[config.mk]
export PLATFORM = sky130hd
export DESIGN_NAME = add_serial_sched
export DESIGN_NICKNAME = d
export VERILOG_FILES = /design/src/rtl/add_sched_pkg.sv /design/src/rtl/serial_add_core.sv /design/src/rtl/add_serial_sched.sv
export SDC_FILE = /design/constraint.sdc
export NUM_CORES = 1
export LEC_CHECK = 0
export CAP_MARGIN = 20
export CORE_MARGIN = 5
export CORE_UTILIZATION = 51
export CTS_BUF_LIST = sky130_fd_sc_hd__clkbuf_8 sky130_fd_sc_hd__clkbuf_16
export CTS_CLUSTER_DIAMETER = 50
export CTS_CLUSTER_SIZE = 12
export DETAILED_ROUTE_END_ITERATION = 8
export GPL_TIMING_DRIVEN = 0
export PLACE_DENSITY = 0.94
export SLEW_MARGIN = 20
export SYNTH_ARGS = -nofsm -noshare
export SYNTH_HDL_FRONTEND = slang
export SYNTH_HIERARCHICAL = 1
export SYNTH_SLANG_ARGS = --single-unit
[constraint.sdc]
create_clock -name clk -period 4.8 [get_ports clk]
set_clock_uncertainty 0.2 [all_clocks]
set_input_delay 0.96 -clock clk [delete_from_list [all_inputs] [get_ports clk]]
set_output_delay 0.96 -clock clk [all_outputs]
set_load 0.02 [all_outputs]
[src/rtl/add_sched_pkg.sv]
// rtl/add_sched_pkg.sv - shared types, defaults and round-robin pick for the serial-add scheduler
package add_sched_pkg;

    typedef enum logic [1:0] {
        ST_IDLE = 2'd0,
        ST_LOAD = 2'd1,
        ST_ADD  = 2'd2,
        ST_DONE = 2'd3
    } sched_state_e;

    localparam int DEF_WIDTH = 8;
    localparam int DEF_NREQ  = 4;
    localparam int MAX_NREQ  = 32;

    typedef struct packed {
        logic       found;
        logic [4:0] idx;
    } rr_pick_t;

    // Walks offsets from high to low so the smallest offset from ptr is the last write and wins.
    function automatic rr_pick_t rr_pick(input logic [MAX_NREQ-1:0] req_vec,
                                         input int ptr,
                                         input int nreq);
        rr_pick_t   p;
        int         j;
        logic [4:0] j5;
        p.found = 1'b0;
        p.idx   = '0;
        for (int i = MAX_NREQ - 1; i >= 0; i--) begin
            if (i < nreq) begin
                j = ptr + i;
                if (j >= nreq) begin
                    j = j - nreq;
                end
                j5 = 5'(j);
                if (req_vec[j5]) begin
                    p.found = 1'b1;
                    p.idx   = j5;
                end
            end
        end
        return p;
    endfunction

endpackage

[src/rtl/serial_add_core.sv]
// rtl/serial_add_core.sv - LSB-first bit-serial adder: operand shifters, carry, bit counter, result shifter
module serial_add_core
    import add_sched_pkg::*;
#(
    parameter int WIDTH = DEF_WIDTH
) (
    input  logic             clk,
    input  logic             rst_n,
    input  logic             load,
    input  logic             step,
    input  logic [WIDTH-1:0] a_ld,
    input  logic [WIDTH-1:0] b_ld,
    output logic             last,
    output logic [WIDTH-1:0] res_next,
    output logic             carry_next
);

    localparam int CW = $clog2(WIDTH);

    logic [WIDTH-1:0] a_q, a_d;
    logic [WIDTH-1:0] b_q, b_d;
    logic             carry_q, carry_d;
    logic [CW-1:0]    cnt_q, cnt_d;
    // Only WIDTH-1 sum bits are stored; the final bit is folded in combinationally on the last step.
    logic [WIDTH-2:0] res_sr_q, res_sr_d;
    logic             sum_bit;

    always_comb begin
        sum_bit    = a_q[0] ^ b_q[0] ^ carry_q;
        carry_next = (a_q[0] & b_q[0]) | (a_q[0] & carry_q) | (b_q[0] & carry_q);
        res_next   = {sum_bit, res_sr_q};
        last       = (cnt_q == CW'(WIDTH - 1));

        a_d      = a_q;
        b_d      = b_q;
        carry_d  = carry_q;
        cnt_d    = cnt_q;
        res_sr_d = res_sr_q;
        if (load) begin
            a_d      = a_ld;
            b_d      = b_ld;
            carry_d  = 1'b0;
            cnt_d    = '0;
            res_sr_d = '0;
        end else if (step) begin
            a_d      = a_q >> 1;
            b_d      = b_q >> 1;
            carry_d  = carry_next;
            cnt_d    = cnt_q + CW'(1);
            res_sr_d = res_next[WIDTH-1:1];
        end
    end

    always_ff @(posedge clk or negedge rst_n) begin
        if (!rst_n) begin
            a_q      <= '0;
            b_q      <= '0;
            carry_q  <= 1'b0;
            cnt_q    <= '0;
            res_sr_q <= '0;
        end else begin
            a_q      <= a_d;
            b_q      <= b_d;
            carry_q  <= carry_d;
            cnt_q    <= cnt_d;
            res_sr_q <= res_sr_d;
        end
    end

endmodule

[src/rtl/add_serial_sched.sv]
// rtl/add_serial_sched.sv - round-robin scheduler sharing one serial adder among NREQ requesters
// Define ADD_SCHED_COUT_EN to expose the final carry on the cout port.
module add_serial_sched
    import add_sched_pkg::*;
#(
    parameter  int WIDTH = DEF_WIDTH,
    parameter  int NREQ  = DEF_NREQ,
    localparam int IDW   = $clog2(NREQ)
) (
    input  logic                  clk,
    input  logic                  rst_n,
    input  logic [NREQ-1:0]       req,
    input  logic [NREQ*WIDTH-1:0] a_in,
    input  logic [NREQ*WIDTH-1:0] b_in,
    output logic [NREQ-1:0]       gnt,
    output logic                  busy,
    output logic [WIDTH-1:0]      res,
    output logic [IDW-1:0]        res_id,
    output logic                  res_valid
`ifdef ADD_SCHED_COUT_EN
    ,
    output logic                  cout
`endif
);

    sched_state_e          state_q, state_d;
    logic [NREQ-1:0]       gnt_q, gnt_d;
    logic                  busy_q, busy_d;
    logic [WIDTH-1:0]      res_q, res_d;
    logic [IDW-1:0]        res_id_q, res_id_d;
    logic                  res_valid_q, res_valid_d;
    logic [IDW-1:0]        rr_ptr_q, rr_ptr_d;
    logic [IDW-1:0]        win_q, win_d;

    logic [MAX_NREQ-1:0]   req_ext;
    rr_pick_t              pick;
    logic [IDW-1:0]        pick_idx;
    logic [4:0]            unused_pick_idx;
    logic [IDW-1:0]        ptr_after_win;

    logic                  core_load;
    logic                  core_step;
    logic                  core_last;
    logic [WIDTH-1:0]      core_res_next;
    logic                  core_carry_next;
    logic [WIDTH-1:0]      a_sel;
    logic [WIDTH-1:0]      b_sel;

`ifdef ADD_SCHED_COUT_EN
    logic                  cout_q, cout_d;
`else
    logic                  unused_carry;
    assign unused_carry = core_carry_next;
`endif

    always_comb begin
        req_ext            = '0;
        req_ext[NREQ-1:0]  = req;
    end

    assign pick            = rr_pick(req_ext, int'(rr_ptr_q), NREQ);
    assign pick_idx        = pick.idx[IDW-1:0];
    assign unused_pick_idx = pick.idx;
    assign ptr_after_win   = (win_q == IDW'(NREQ - 1)) ? '0 : win_q + IDW'(1);

    // Operands are only sampled by the core in LOAD, when win_q already names the winner.
    assign a_sel = a_in[win_q*WIDTH +: WIDTH];
    assign b_sel = b_in[win_q*WIDTH +: WIDTH];

    serial_add_core #(
        .WIDTH(WIDTH)
    ) u_core (
        .clk       (clk),
        .rst_n     (rst_n),
        .load      (core_load),
        .step      (core_step),
        .a_ld      (a_sel),
        .b_ld      (b_sel),
        .last      (core_last),
        .res_next  (core_res_next),
        .carry_next(core_carry_next)
    );

    always_comb begin
        state_d     = state_q;
        gnt_d       = '0;
        res_valid_d = 1'b0;
        res_d       = res_q;
        res_id_d    = res_id_q;
        rr_ptr_d    = rr_ptr_q;
        win_d       = win_q;
        core_load   = 1'b0;
        core_step   = 1'b0;
`ifdef ADD_SCHED_COUT_EN
        cout_d      = cout_q;
`endif
        case (state_q)
            // DONE re-arbitrates directly so back-to-back results need no IDLE bubble.
            ST_IDLE, ST_DONE: begin
                if (pick.found) begin
                    win_d   = pick_idx;
                    gnt_d   = NREQ'(1) << pick_idx;
                    state_d = ST_LOAD;
                end else begin
                    state_d = ST_IDLE;
                end
            end
            ST_LOAD: begin
                core_load = 1'b1;
                state_d   = ST_ADD;
            end
            ST_ADD: begin
                core_step = 1'b1;
                if (core_last) begin
                    res_d       = core_res_next;
                    res_id_d    = win_q;
                    res_valid_d = 1'b1;
                    rr_ptr_d    = ptr_after_win;
`ifdef ADD_SCHED_COUT_EN
                    cout_d      = core_carry_next;
`endif
                    state_d     = ST_DONE;
                end
            end
            default: state_d = ST_IDLE;
        endcase
        busy_d = (state_d != ST_IDLE);
    end

    always_ff @(posedge clk or negedge rst_n) begin
        if (!rst_n) begin
            state_q     <= ST_IDLE;
            gnt_q       <= '0;
            busy_q      <= 1'b0;
            res_q       <= '0;
            res_id_q    <= '0;
            res_valid_q <= 1'b0;
            rr_ptr_q    <= '0;
            win_q       <= '0;
`ifdef ADD_SCHED_COUT_EN
            cout_q      <= 1'b0;
`endif
        end else begin
            state_q     <= state_d;
            gnt_q       <= gnt_d;
            busy_q      <= busy_d;
            res_q       <= res_d;
            res_id_q    <= res_id_d;
            res_valid_q <= res_valid_d;
            rr_ptr_q    <= rr_ptr_d;
            win_q       <= win_d;
`ifdef ADD_SCHED_COUT_EN
            cout_q      <= cout_d;
`endif
        end
    end

    assign gnt       = gnt_q;
    assign busy      = busy_q;
    assign res       = res_q;
    assign res_id    = res_id_q;
    assign res_valid = res_valid_q;
`ifdef ADD_SCHED_COUT_EN
    assign cout      = cout_q;
`endif

endmodule

==> run_results.csv, run 1 <==
group,metric,value,unit
worst_setup_path,crit_chain,"clkdlybuf4s50_1 -> mux4_2 -> a221o_1 -> o41ai_4 -> nand2_2 -> or2_1",
worst_setup_path,critPathLaunchType,"input port",
power,pwr_density_cell,448,nW/um^2
route,drtIter0Drc,91,
sta,setup_viol,0,
route,drt_wl_total,6720,um
place,portBuffers,85,
power,p_seq_frac,0.344,
synth,yosysTopAreaCell,"dfrtp_1",
clock_network,cts_tree,"built",
clock_network,hold_buffers,0,
global_route,grt_pass1_vias,2360,
sta,worst_pin_slew,0.738,ns
die,initial_utilization,0.520,
worst_setup_path,endpoint_kind,"flip-flop",
route,postRouteAntennaNets,0,
sta,drv_slew,0,
cells_and_area,final_area,3910,um^2
synth,yosysWarnings,6,
route,drc,0,
sta,hold_viol,0,
worst_setup_path,r2r_slack,2.07,ns
worst_setup_path,cp_max_fo,5,
hold_path,whs_path_depth,2,
clock_network,cts-resized-gates,0,
synth,syn_inst,233,
synth,synth.area.top_cells,"dfrtp_1, mux4_2, mux2i_1, ha_1, mux2_2",
place,place_congestion,0.890,
synth,synth_common_cells,"dfrtp_1, mux2i_1, nand2_1",
synth,synth_top_cell_area_share,0.433,
cells_and_area,diodes,0,
global_route,grt.total_usage,0.198,
route,vias_per_cell,5.58,
power,p_int,0.00114,W
place,dp_hpwl,5330,um
place,placed_area,3790,um^2
worst_setup_path,cpPeakStageDelay,0.51,ns
worst_setup_path,cp-startpoint,"req[1]",
cells_and_area,drive_above_1_share,0.156,
cells_and_area,final_core_utilization,0.719,
clock_network,cts_root_buf,"clkbuf_8",
hold_path,hp-class,"flip-flop to flip-flop",
worst_setup_path,endpoint,"busy",
synth,avgSynthCellArea,12.1,um^2
clock_network,clkSlewWorstSetupHoldPaths,0.08,ns
route,num_vias,2228,
flow_run,maxCapViolations,0,
run_status,outcome,"finished clean",
sta,finalSetupTns,0,ns
synth,synth_most_common_cell,"dfrtp_1",
worst_setup_path,cp_data_required_time,4.79,ns
synth,synth-seq-cells,49,
route,wl_per_cell,16.8,um
worst_setup_path,critPathArrivalTime,2.90,ns
synth,synth_flop_cell,"dfrtp_1",
global_route,gr-total-overflow,0,
worst_setup_path,r2r_cells,7,
die,fp.dieH,84.5,um
power,p_switching,0.000614,W
global_route,grt_start_max_net_pins,27,
sta,rsz0062_at_grt,"false",
worst_setup_path,r2r_start,"rr_ptr_q[0]",
clock_network,cts_setup_buffers,0,
clock_network,clk_latency,0.30,ns
sta,fin_crit,2.90,ns
synth,synth_fp_nets,314,
worst_setup_path,r2r-end,"gnt[0]",
power,leakage,1.63,nW
worst_setup_path,criticalPathCategory,"input port to flip-flop",
die,rows,27,
power,power.total,0.00175,W
die,fp.dieArea,7140,um^2
place,post-place-ws,1.59,ns
route,drt-pass1-iter-count,4,
sta,fin_ws,1.90,ns
sta,fin_crit_sh,0.605,
clock_network,clock_path_buffers,2,
die,fp.coreArea,5440,um^2
clock_network,cts_sinks,49,
synth,synthArstFlopShare,1.00,
synth,synth.distinct_cells,45,
global_route,antenna_found_initial,0,
clock_network,cts-htree-levels,2,
clock_network,numCtsBuffers,5,
global_route,grt_pass1_wl,11200,um
synth,yosysSeqAreaShare,0.433,
power,clock_power_share,0.170,
power,combPwrFrac,0.486,
cells_and_area,area_delta_synth_final,38.2,%
sta,slew_headroom,0.508,
cells_and_area,nets,407,
die,ioPinCount,86,
die,die_x,84.5,um
worst_setup_path,slowest_stage,"mux4_2",
power,peakVddDrop,0.199,mV
synth,synth_edf_count,0,
synth,synthesis.area,2830,um^2
sta,clock.fmax,344,MHz
power,swShare,0.350,
## final cells by class
cell class              count  area (um^2)
clock buffers               6         82.6
plain buffers              16          113
flip-flops and latches     49         1230
multi-input cells         159         1460
fillers                   390         1530
inverters                   9         33.8
repair buffers             86          873
well taps                  72         90.1
clock inverters             2         33.8
## worst max-delay path: cells and delay by family
kind	cells	cell delay, ns
muxes	1	0.51
and+or+nand+nor	2	0.32
AOI/OAI and AO/OA	2	0.63
buffers and inverters	1	0.48
## power groups by stage
stage | combinational (W) | sequential, W | clock (W)
after CTS | 0.000858 | 0.000603 | 0.000305
after global routing | 0.000931 | 0.000620 | 0.000321
after detailed placement | 0.000854 | 0.000611 | 0
after floorplan | 0.000574 | 0.000625 | 0
after global placement | 0.000822 | 0.000605 | 0
final | 0.000853 | 0.000603 | 0.000298
## cell families (layout without fill, tap and decap cells)
family,after synthesis,count (layout),share of synthesized area
compound gates,42,42,0.104
xor+xnor,1,1,0.00310
fa+ha+maj,11,11,0.0513
buf+inv,25,119,0.0517
flops,49,49,0.433
mux,57,57,0.282
simple gates,48,48,0.0747
## routing by layer
layer / global-route usage / share of wire / vias to the layer above
li1: - / - / 1042
met1: 0.251 / 0.42 / 1107
met2: 0.341 / 0.51 / 72
met3: 0.0314 / 0.054 / 7
met4: 0.0734 / 0.016 / 0
met5: 0 / 0 / -
## cell usage in the layout (no fill, tap or decap), drive strengths merged, types with 2 or more instances in the layout
master and instances:
a21oi 3, a221o 2, a22oi 2, and2 2, buf 14, clkbuf 10, clkdlybuf4s50 84, dfrtp 49
ha 10, inv 10, mux2 12, mux2i 28, mux4 17, nand2 21, nor2 17, nor2b 2
o21ai 20, o2bb2ai 2, o311ai 2, o31ai 2
## per-stage QoR
step | std cells | hold WS (ns)
finish | 399 | 0.290
global route | 399 | 0.320
CTS | 399 | 0.296
detailed placement | 391 | 0.276
global placement | 390 | 0.265
floorplan | 233 | 0.266
## registers in the layout, summed over array words and instances (netlist names)
| name | count |
|---|---|
| u_core/res_sr_q | 7 |
| busy | 1 |
| u_core/carry_q | 1 |
| gnt | 4 |
| res_valid | 1 |
| win_q | 2 |
| rr_ptr_q | 2 |
| u_core/b_q | 8 |
| u_core/a_q | 8 |
| res | 8 |
| state_q | 2 |
| u_core/cnt_q | 3 |
| res_id | 2 |
## worst min-delay path by stage
| stage | from | end | slack (ns) |
|---|---|---|---|
| floorplan | u_core/a_q[7] | u_core/a_q[7] | 0.27 |
| global placement | res_id[0] | res_id[0] | 0.27 |
| detailed placement | res_id[0] | res_id[0] | 0.28 |
| CTS | res_id[0] | res_id[0] | 0.30 |
| global route | res_id[0] | res_id[0] | 0.32 |
| finish | res_id[0] | res_id[0] | 0.29 |
(Power assumes the default switching activity.)
==> run 2, diff against run 1 <==
CORE_UTILIZATION = 47   (was 51)
PLACE_DENSITY = 0.88   (was 0.94)
clock period = 2.8 ns   (was 4.8 ns; I/O delays follow)
==> run 2 against run 1 <==
  * Hold slack improved by 0.00050 ns
  * Global-route usage fell by 0.84 points
  * Routed wire length grew 6.0%
  * Via count is 1.5% higher
  * Flip-flop and latch count unchanged
  * Critical path depth increased by 2
  * Die area grew 7.5%
  * Sequential share of layout area increased by 0.080 points
  * Clock-buffer cell count unchanged
  * Cell count up 0.75%
  * Clock power is 37% higher
  * Combinational power grew 71%
==> run_results.csv, run 2 (synthesized netlist as in run 1, its figures left out) <==
group,metric,value,unit
run_status,outcome,"finished clean",
cells_and_area,area_delta_synth_final,37.8,%
cells_and_area,final_common_cell,"clkdlybuf4s50_1",
global_route,grt_pass1_wl,11300,um
place,place_congestion,0.857,
sta,fin_ws,0.162,ns
hold_path,holdPathEnd,"res_id[0]",
sta,drv_slew,0,
clock_network,clk_latency,0.30,ns
sta,clock.fmax,379,MHz
worst_setup_path,crit_chain,"clkbuf_4 -> inv_1 -> ha_1 -> a21bo_2 -> o2bb2ai_1 -> o41ai_4 -> nand2_2 -> or2_1",
power,pwr_density_cell,746,nW/um^2
route,drt_wl_total,7120,um
clock_network,numCtsBuffers,5,
die,initial_utilization,0.481,
place,portBuffers,85,
die,fp.coreArea,5890,um^2
clock_network,cts_root_buf,"clkbuf_8",
sta,slew_headroom,0.511,
hold_path,hp-class,"flip-flop to flip-flop",
power,p_seq_frac,0.357,
die,fp.dieH,87.6,um
cells_and_area,layout_common_cells,"clkdlybuf4s50_1, dfrtp_1, mux2i_1",
route,drc,0,
worst_setup_path,r2r-end,"busy",
worst_setup_path,cp-startpoint,"rr_ptr_q[0]",
power,combPwrFrac,0.503,
worst_setup_path,critical_path_buf_inv_count,2,
worst_setup_path,critPathTopFamily,"compound AO/OA/AOI/OAI gates",
place,dp_hpwl,5610,um
worst_setup_path,critPathLaunchType,"flip-flop",
cells_and_area,nets,408,
sta,setup_viol,0,
clock_network,clock_path_buffers,2,
route,num_vias,2261,
clock_network,cts_setup_buffers,0,
cells_and_area,drive_above_1_share,0.156,
power,clock_power_share,0.140,
clock_network,cts_sinks,49,
route,wl_per_cell,17.7,um
worst_setup_path,cp_data_required_time,2.79,ns
global_route,grt_pass1_vias,2342,
clock_network,cts-htree-levels,2,
die,rows,28,
flow_run,maxCapViolations,0,
power,p_int,0.00186,W
route,vias_per_cell,5.62,
worst_setup_path,cpPeakStageDelay,0.49,ns
cells_and_area,final_area,3900,um^2
route,postRouteAntennaNets,0,
worst_setup_path,cp_max_fo,10,
worst_setup_path,r2r_slack,0.16,ns
sta,worst_pin_slew,0.733,ns
place,placed_area,3790,um^2
power,swShare,0.362,
global_route,gr-total-overflow,0,
die,die_x,87.6,um
die,fp.dieArea,7670,um^2
place,post-place-ws,0.00291,ns
power,leakage,1.62,nW
cells_and_area,instances_no_fill,402,
worst_setup_path,endpoint_kind,"flip-flop",
hold_path,hp-start,"res_id[0]",
worst_setup_path,critPathArrivalTime,2.62,ns
worst_setup_path,r2r_cells,8,
sta,fin_crit,2.64,ns
power,peakVddDrop,0.420,mV
sta,fin_crit_sh,0.942,
global_route,grt.total_usage,0.189,
sta,finalSetupTns,0,ns
global_route,grt_start_max_net_pins,34,
worst_setup_path,r2r_start,"rr_ptr_q[0]",
route,drtIter0Drc,148,
global_route,antenna_found_initial,0,
clock_network,clkSlewWorstSetupHoldPaths,0.08,ns
worst_setup_path,criticalPathCategory,"flip-flop to flip-flop",
worst_setup_path,slowest_stage,"dfrtp_1",
route,drt-pass1-iter-count,5,
clock_network,cts_tree,"built",
hold_path,whs_path_depth,2,
cells_and_area,diodes,0,
power,p_switching,0.00105,W
die,ioPinCount,86,
sta,hold_viol,0,
place,placed_cells,394,
## run 2: cell count changes in the layout (fill, tap and decap cells not counted), sizes merged
cell         delta
buf             -1
bufinv          -1
clkbuf          +1
dlygate4sd3     +1
## run 2: metrics by stage
| step | hold WS (ns) | util | total power [W] |
|---|---|---|---|
| 6_report | 0.290 | 0.663 | 0.00291 |
| 5_1_grt | 0.320 | 0.663 | 0.00312 |
| 4_1_cts | 0.293 | 0.660 | 0.00293 |
| 3_5_place_dp | 0.274 | 0.644 | 0.00250 |
| 3_3_place_gp | 0.267 | 0.641 | 0.00244 |
| 2_1_floorplan | 0.0644 | - | 0.00205 |
## run 2: worst max-delay path by stage
stage	to	slack [ns]	cells past startpoint
3_3_place_gp	res_id[1]	-0.32	1
4_1_cts	gnt[2]	0.13	7
3_5_place_dp	busy	0.003	6
2_1_floorplan	gnt[0]	0.47	7
6_report	busy	0.16	8
5_1_grt	gnt[0]	-0.03	8
## run 2: layer usage
layer	wire length, um	track usage
met5	0	0
met4	225	0.0642
met3	528	0.0508
met2	3720	0.327
met1	2650	0.229
## run 2: area by class of cell
class	count	area, um^2
inverters	9	33.8
multi-input cells	159	1470
well taps	75	93.8
fillers	432	1990
clock inverters	1	3.75
flip-flops and latches	49	1230
plain buffers	16	115
repair buffers	87	876
clock buffers	6	82.6
## run 2: power by group through the flow
stage               sequential (W)  combinational (W)  clock (W)
floorplan                  0.00107           0.000984          0
global placement           0.00104            0.00140          0
detailed placement         0.00105            0.00146          0
CTS                        0.00104            0.00147   0.000423
global route               0.00106            0.00161   0.000451
finish                     0.00104            0.00146   0.000408
## run 2: repair_timing
item	4_1_cts	5_1_grt
endpoints found under the setup margin	0	7
gates resized for setup	0	3
hold buffers	1	0
endpoints found under the hold margin	16	0
## run 2: worst reg2reg max path: stages, from the launching register on
cell and delay (ns):
dfrtp_1 0.49, clkbuf_4 0.28, inv_1 0.10, ha_1 0.39, a21bo_2 0.22, o2bb2ai_1 0.11
o41ai_4 0.42, nand2_2 0.08, or2_1 0.24
==> edit, RTL diff (settings of run 2) <==
The package constant `DEF_WIDTH` goes from 8 to 16.
--- a/src/rtl/add_sched_pkg.sv
+++ b/src/rtl/add_sched_pkg.sv
@@ -9,5 +9,5 @@
     } sched_state_e;
 
-    localparam int DEF_WIDTH = 8;
+    localparam int DEF_WIDTH = 16;
     localparam int DEF_NREQ  = 4;
     localparam int MAX_NREQ  = 32;
Ports: changed (resized a_in, b_in and res); port bits go from 86 to 158. No check against the original RTL was run, so the function may have changed too.
==> edit against run 2 <==
The run now ends with hold timing left; non-clock buffer count rose by 83; power up 78%; synthesized cell count increased by 61%; setup slack worse by 0.058 ns; clock power up 120%; final area grew 69%; sequential cell count grew 33; routed wire length is 81% higher; global-route usage grew 2.6 points; area after synthesis up 64%; critical path type unchanged; largest cell class unchanged.
==> edit: results (changes against run 2) <==
The worst hold path belongs to the class input port to asynchronous set/reset pin. The run finished, with violations left. The number of global-route vias before repair is 3918 (+67%). The highest fanout seen on the critical path is 7 (-3). The routed wire length on met2 is 6.52 mm (+75%).

The mean post-synth cell area is 12.4 µm² (+2.2%). The category of cells accounting for the largest share of critical-path delay is multiplexers. The global-route wire length before repair is 19.7 mm (+75%). The cell area power density was 781 nW/µm² (+4.8%). The number of placed instances with taps included came out at 665 (+69%). The remaining max-slew budget at the tightest pin is 53.6% (+2.5 points). The layout filler cell count came out at 715 (+66%). The global routing met3 resource utilization came out at 4.70% (-0.38 points). The arithmetic-cell share of the synthesized area counting full adders, half adders and majority gates came to 2.86% (-2.3 points).

The checks that failed: hold timing. The HPWL after detailed placement was 10.3 mm (+83%). The number of nets produced by synthesis was 518 (+65%). By count the netlist is led by sky130_fd_sc_hd__dfrtp_1 (82), sky130_fd_sc_hd__mux2i_1 (51), sky130_fd_sc_hd__nand2_1 (40), sky130_fd_sc_hd__mux4_2 (32), sky130_fd_sc_hd__o21ai_1 (29). In this run the worst setup path begins at rr_ptr_q[1]$_DFFE_PN0P_. The combined global-route utilization of all metal layers came out at 21.5% (+2.6 points). The capture instance of the worst register-to-register path is win_q[1]$_DFFE_PN0P_. The post-detailed-routing wire length is 12.9 mm (+81%).

The fraction of the cycle the final worst path needs came out at 96.3% (+2.1 points). The total met3 wirelength after detailed routing is 988 µm (+87%). The source-to-sink clock delay at the later pin of the worst-skew pair came out at 0.35 ns (+0.05 ns). The peak supply drop is 422 µV (+0.54%).

The worst slack on hold paths came out at -0.0107 ns (-0.301 ns). The via density per instance was 5.42 (-3.7%). The number of hold violations in the final report is 27 (+27).

The final weighted congestion in routability-driven placement was 0.873 (+1.9%).
## edit: cell types whose count changed in the layout (fill, tap and decap cells not counted), moves of 4 or more
cell and delta:
sky130_fd_sc_hd__dfrtp_1 +33, sky130_fd_sc_hd__nand3b_1 +4, sky130_fd_sc_hd__o21ai_1 +21, sky130_fd_sc_hd__clkbuf_1 +5, sky130_fd_sc_hd__nand2_1 +20, sky130_fd_sc_hd__clkdlybuf4s50_1 +72, sky130_fd_sc_hd__mux2_4 +4, sky130_fd_sc_hd__mux2_2 +8
sky130_fd_sc_hd__nor2_1 +5, sky130_fd_sc_hd__mux2i_1 +23, sky130_fd_sc_hd__buf_2 +5, sky130_fd_sc_hd__mux4_2 +15, sky130_fd_sc_hd__clkbuf_8 +5
## edit: cell type report
cell class,count,area share (%)
Clock inverter,5,0.928
Buffer,28,3.14
Inverter,9,0.511
Tap cell,133,2.52
Timing Repair Buffer,158,24.0
Multi-Input combinational cell,255,35.5
Clock buffer,11,2.29
Sequential cell,82,31.0
